File: src/rtl/gpu_types_pkg.sv
// ============================================================================
// Module : gpu_types (package)
// Brief  : Shared GPU core types: the barrier request bundle and sizing helper.
// Rev    : 1.0 - initial release
// ============================================================================
`default_nettype none

package gpu_types;

  localparam int GPU_NUM_WARPS    = 4;
  localparam int GPU_NUM_BARRIERS = 4;

  // Index width for n items; a single item still needs one bit of index.
  function automatic int bits_for(input int n);
    return (n > 1) ? $clog2(n) : 1;
  endfunction

  localparam int GPU_NW_BITS = bits_for(GPU_NUM_WARPS);
  localparam int GPU_NB_BITS = bits_for(GPU_NUM_BARRIERS);

  typedef struct packed {
    logic                   valid;
    logic [GPU_NB_BITS-1:0] id;
    logic [GPU_NW_BITS-1:0] size_m1;
  } gpu_barrier_t;

  localparam int GPU_BARRIER_BITS = $bits(gpu_barrier_t);

endpackage

`default_nettype wire

File: src/rtl/vx_barrier_table.sv
// ============================================================================
// Module : vx_barrier_table
// Brief  : Per-core barrier table; stalls arriving warps and releases them
//          once the last participant arrives.
// Rev    : 1.0 - initial release
// ============================================================================
`default_nettype none

module vx_barrier_table
  import gpu_types::*;
#(
  parameter int NUM_WARPS    = 4,
  parameter int NUM_BARRIERS = 4,
  parameter int NW_BITS      = bits_for(NUM_WARPS),
  parameter int NB_BITS      = bits_for(NUM_BARRIERS)
) (
  input  logic                    clk,
  input  logic                    reset,
  input  logic                    req_valid,
  input  logic [NW_BITS-1:0]      req_wid,
  input  logic [NB_BITS-1:0]      req_id,
  input  logic [NW_BITS-1:0]      req_size_m1,
  output logic [NUM_WARPS-1:0]    stalled_warps,
  output logic                    release_valid,
  output logic [NB_BITS-1:0]      release_id,
  output logic [NUM_WARPS-1:0]    release_mask,
  output logic [NUM_BARRIERS-1:0] active_barriers
);

  logic [NW_BITS-1:0]   r_cnt  [NUM_BARRIERS];
  logic [NUM_WARPS-1:0] r_mask [NUM_BARRIERS];
  logic [NUM_WARPS-1:0] r_stalled;
  logic                 r_rel_valid;
  logic [NB_BITS-1:0]   r_rel_id;
  logic [NUM_WARPS-1:0] r_rel_mask;

  logic                 w_dup;
  logic                 w_fire;
  logic                 w_done;
  logic [NUM_WARPS-1:0] w_wmask;
  logic [NUM_WARPS-1:0] w_rel_mask;

  // A warp already parked on a barrier cannot legally arrive again.
  assign w_dup      = r_stalled[req_wid];
  assign w_fire     = req_valid && !w_dup;
  assign w_done     = w_fire && (r_cnt[req_id] == req_size_m1);
  assign w_wmask    = NUM_WARPS'(1) << req_wid;
  assign w_rel_mask = r_mask[req_id] | w_wmask;

  always_ff @(posedge clk or posedge reset) begin
    if (reset) begin
      for (int b = 0; b < NUM_BARRIERS; b++) begin
        r_cnt[b]  <= '0;
        r_mask[b] <= '0;
      end
      r_stalled   <= '0;
      r_rel_valid <= 1'b0;
      r_rel_id    <= '0;
      r_rel_mask  <= '0;
    end else begin
      r_rel_valid <= w_done;
      r_rel_id    <= w_done ? req_id : '0;
      r_rel_mask  <= w_done ? w_rel_mask : '0;
      if (w_fire) begin
        if (w_done) begin
          r_cnt[req_id]  <= '0;
          r_mask[req_id] <= '0;
          r_stalled      <= r_stalled & ~w_rel_mask;
        end else begin
          r_cnt[req_id]  <= r_cnt[req_id] + NW_BITS'(1);
          r_mask[req_id] <= r_mask[req_id] | w_wmask;
          r_stalled      <= r_stalled | w_wmask;
        end
      end
    end
  end

  generate
    for (genvar b = 0; b < NUM_BARRIERS; b++) begin : g_active
      assign active_barriers[b] = |r_mask[b];
    end
  endgenerate

  assign stalled_warps = r_stalled;
  assign release_valid = r_rel_valid;
  assign release_id    = r_rel_id;
  assign release_mask  = r_rel_mask;

  a_no_dup_arrival : assert property (
    @(posedge clk) disable iff (reset) req_valid |-> !w_dup
  ) else $warning("barrier request from already-stalled warp %0d ignored", req_wid);

endmodule

`default_nettype wire

File: config.mk
export PLATFORM = sky130hd
export DESIGN_NAME = vx_barrier_table
export DESIGN_NICKNAME = d
export VERILOG_FILES = /design/src/rtl/gpu_types_pkg.sv /design/src/rtl/vx_barrier_table.sv
export SDC_FILE = /design/constraint.sdc
export NUM_CORES = 1
export LEC_CHECK = 0
export CORE_MARGIN = 2
export CORE_UTILIZATION = 50
export DETAILED_ROUTE_END_ITERATION = 8
export DONT_BUFFER_PORTS = 1
export PLACE_DENSITY_LB_ADDON = 0.12
export SYNTH_ARGS = -nofsm -noshare
export SYNTH_HDL_FRONTEND = slang
export SYNTH_SLANG_ARGS = --single-unit
export TNS_END_PERCENT = 100
File: constraint.sdc
create_clock -name clk -period 2.1 [get_ports clk]
set_input_delay 0.42 -clock clk [delete_from_list [all_inputs] [get_ports clk]]
set_output_delay 0.42 -clock clk [all_outputs]
set_load 0.05 [all_outputs]
==> impl_metrics.tcl <==
set metrics [dict create \
    status "finished clean" \
    fin_crit_ns 2.02 \
    final_core_util_pct 56.3 \
    rows 21 \
    cts_resized 0 \
    irDropWorstVdd_mv 0.496 \
    synth_top_area_share_pct 50.1 \
    holdPathStages 1 \
    path_class "flip-flop to flip-flop" \
    grt_pass1_wl_mm 6.32 \
    p_sw_w 0.000953 \
    grt_pass1_vias 1193 \
    synth_nets 166 \
    die_x_um 63.1 \
    finalCritPeriodShare_pct 96.1 \
    reg2reg_to "r_cnt[4]" \
    worstRegToRegCells 4 \
    cts-root-buf "clkbuf_4" \
    hold-path-endpoint "release_id[0]" \
    cap_violations 0 \
    syn-instance-count 157 \
    multi_input_area_um2 777 \
    rsz0062_at_grt "no" \
    p_per_area_nw_per_um2 1210 \
    grt_max_degree 23 \
    tns_ns 0 \
    antenna_found_initial 0 \
    synth.distinct_cells 39 \
    startpoint_type "flip-flop" \
    synth_top_area_cell "dfrtp_1" \
    p_total_w 0.00228 \
    fillers 311 \
    yosys-top-cells-area "dfrtp_1 50%, mux2i_1 4.0%, mux4_2 3.9%, nand2_1 3.2%, o31ai_1 3.0%" \
    clkTransAtPathRegs_ns 0.10 \
    io_pins 24 \
    drive_gt1_share_pct 19.8 \
    dr.pass1.iters 4 \
    finalHoldViolations 0 \
    async_flop_share_pct 100 \
    p_comb_share_pct 38.1 \
    rrSetupSlack_ns 0.08 \
    layout_setup_ws_ns 0.0812 \
    synth_common_cells "35 x dfrtp_1, 15 x nand2_1" \
    synth_ff_type "dfrtp_1" \
    core_area_um2 3340 \
    die_y_um 63.1 \
    arrival_ns 2.30 \
    syn_avg_cell_area_um2 11.1 \
    seq_power_share_pct 46.7 \
    port-buffer-count 0 \
    synth_seq_cells 35 \
    grt-ovfl-total 0 \
    seq_area_um2 880 \
    gp_congestion 0.904 \
    fmax_mhz 495 \
    finClkSkew_ns 0.00875 \
    hold_path.class "primary input to flip-flop" \
    yosysWarnings 0 \
    nets 175 \
    clkPwrFrac_pct 15.2 \
    r2r_start "stalled_warps[3]" \
    diodes 0 \
    synth-seq-area-share_pct 50.1 \
    syn_area_um2 1750 \
    cts_setup_buffers 0 \
    vias 1240 \
    clk_path_buf_depth 2 \
    endpoint_kind "flip-flop" \
    hpwlAfterDp_mm 2.72 \
    netSwitchingFraction_pct 41.8 \
    clock_latency_ns 0.34 \
    synth-edff-count 0 \
    syn2layout_area_growth_pct 7.59 \
    drtIter0Drc 104 \
    wirelength_mm 3.67 \
    grt_util_all_layers_pct 20.8 \
    path_max_fanout 11 \
    final_max_slew_viol_count 0 \
    final_area_um2 1880 \
    die-area_um2 3980 \
    crit_required_ns 2.38 \
    cts_tree "yes" \
    p_int_w 0.00133 \
    worstMarginPinSlew_ns 0.472 \
    numCtsBuffers 5 \
    synth.most_common_cell "dfrtp_1" \
    wl_per_cell_um 17.2 \
    placed_area_um2 1820 \
    finalSetupViolations 0 \
    min_from "req_id[0]" \
    pre_cts_ws_ns 0.108 \
    detail-route-antenna-nets 0 \
    htree_levels 2 \
    start_util_pct 52.3 \
    drc 0 \
    max-slew-margin-rel_pct 68.2 \
    cts_sinks 35 \
    power.leakage_nw 0.817 \
    viasPerCell 5.82 \
]
==> how the worst max path moves through the flow <==
stage,start,endpoint,slack (ns),depth (start not counted)
after global routing,r_cnt[4],r_mask[9],0.02,5
after floorplan,stalled_warps[1],r_cnt[7],0.007,4
after detailed placement,req_wid[0],r_cnt[4],0.11,4
after global placement,req_wid[0],r_cnt[4],0.09,4
final,stalled_warps[3],r_cnt[4],0.08,4
after CTS,r_mask[0],active_barriers[3],0.11,1
==> critical path: stages (launching register included) <==
cell and delay, ns:
dfrtp_2 0.41, mux4_2 0.54, or3_1 0.54, a311oi_1 0.36, a21o_1 0.12
==> cell usage in the layout, fill, tap and decap left out, drive strengths merged, types with 3 or more instances in the layout <==
cell type,count
dfrtp,35
nand2,15
buf,11
o21ai,8
nand2b,7
mux2i,7
a21oi,7
o31ai,7
clkbuf,7
nor2,6
inv,6
or4,6
mux2,6
a31oi,4
nand3,4
mux4,3
o22a,3
o2bb2ai,3
xnor2,3
==> area by class of cell <==
type                       instances  share of cell area, %
sequential                        35                   46.8
multi-input combinational        106                   41.3
timing repair buffer              12                   4.93
tap                               46                   3.06
clock buffer                       7                   2.40
inverter                           6                   1.20
clock inverter                     1                  0.266
==> per-stage QoR <==
step                hold WS (ns)  instances
floorplan                  0.457        157
global placement           0.356        204
detailed placement         0.367        204
CTS                        0.200        213
global route               0.196        213
finish                     0.211        213
==> metal layers <==
| layer | global-route usage (%) | share of wire (%) | vias to the layer above |
|---|---|---|---|
| met4 | 5.00 | 0.98 | 0 |
| met3 | 5.54 | 4.9 | 5 |
| met1 | 31.6 | 49 | 603 |
| met2 | 29.7 | 45 | 36 |
| met5 | 0 | 0 | - |
| li1 | - | - | 596 |
==> flip-flops by register name, summed over array words and instances, names as in the netlist <==
name,flops
r_cnt,8
r_mask,16
release_id,2
release_mask,4
release_valid,1
stalled_warps,4
==> power groups by stage <==
| stage | Clock (W) | Combinational [W] | Sequential [W] |
|---|---|---|---|
| 6_report | 0.000346 | 0.000869 | 0.00107 |
| 5_1_grt | 0.000395 | 0.000942 | 0.00109 |
| 4_1_cts | 0.000360 | 0.000877 | 0.00106 |
| 3_5_place_dp | 0 | 0.000872 | 0.00108 |
| 3_3_place_gp | 0 | 0.000849 | 0.00107 |
| 2_1_floorplan | 0 | 0.000714 | 0.00104 |
==> cell families (layout without fill, tap and decap cells) <==
family                 Yosys count  after routing  synth area share, %
multiplexers                    16             16                 11.7
buffers and inverters           16             26                 5.37
AO/OA/AOI/OAI                   42             42                 16.5
flip-flops                      35             35                 50.1
AND/OR/NAND/NOR                 45             45                 13.8
XOR/XNOR                         3              3                 2.36
==> timing repair <==
item	4_1_cts	5_1_grt
endpoints found under the setup margin	0	0
hold buffers	1	0
endpoints found under the hold margin	16	0
Power figures use the tool's default switching activity.
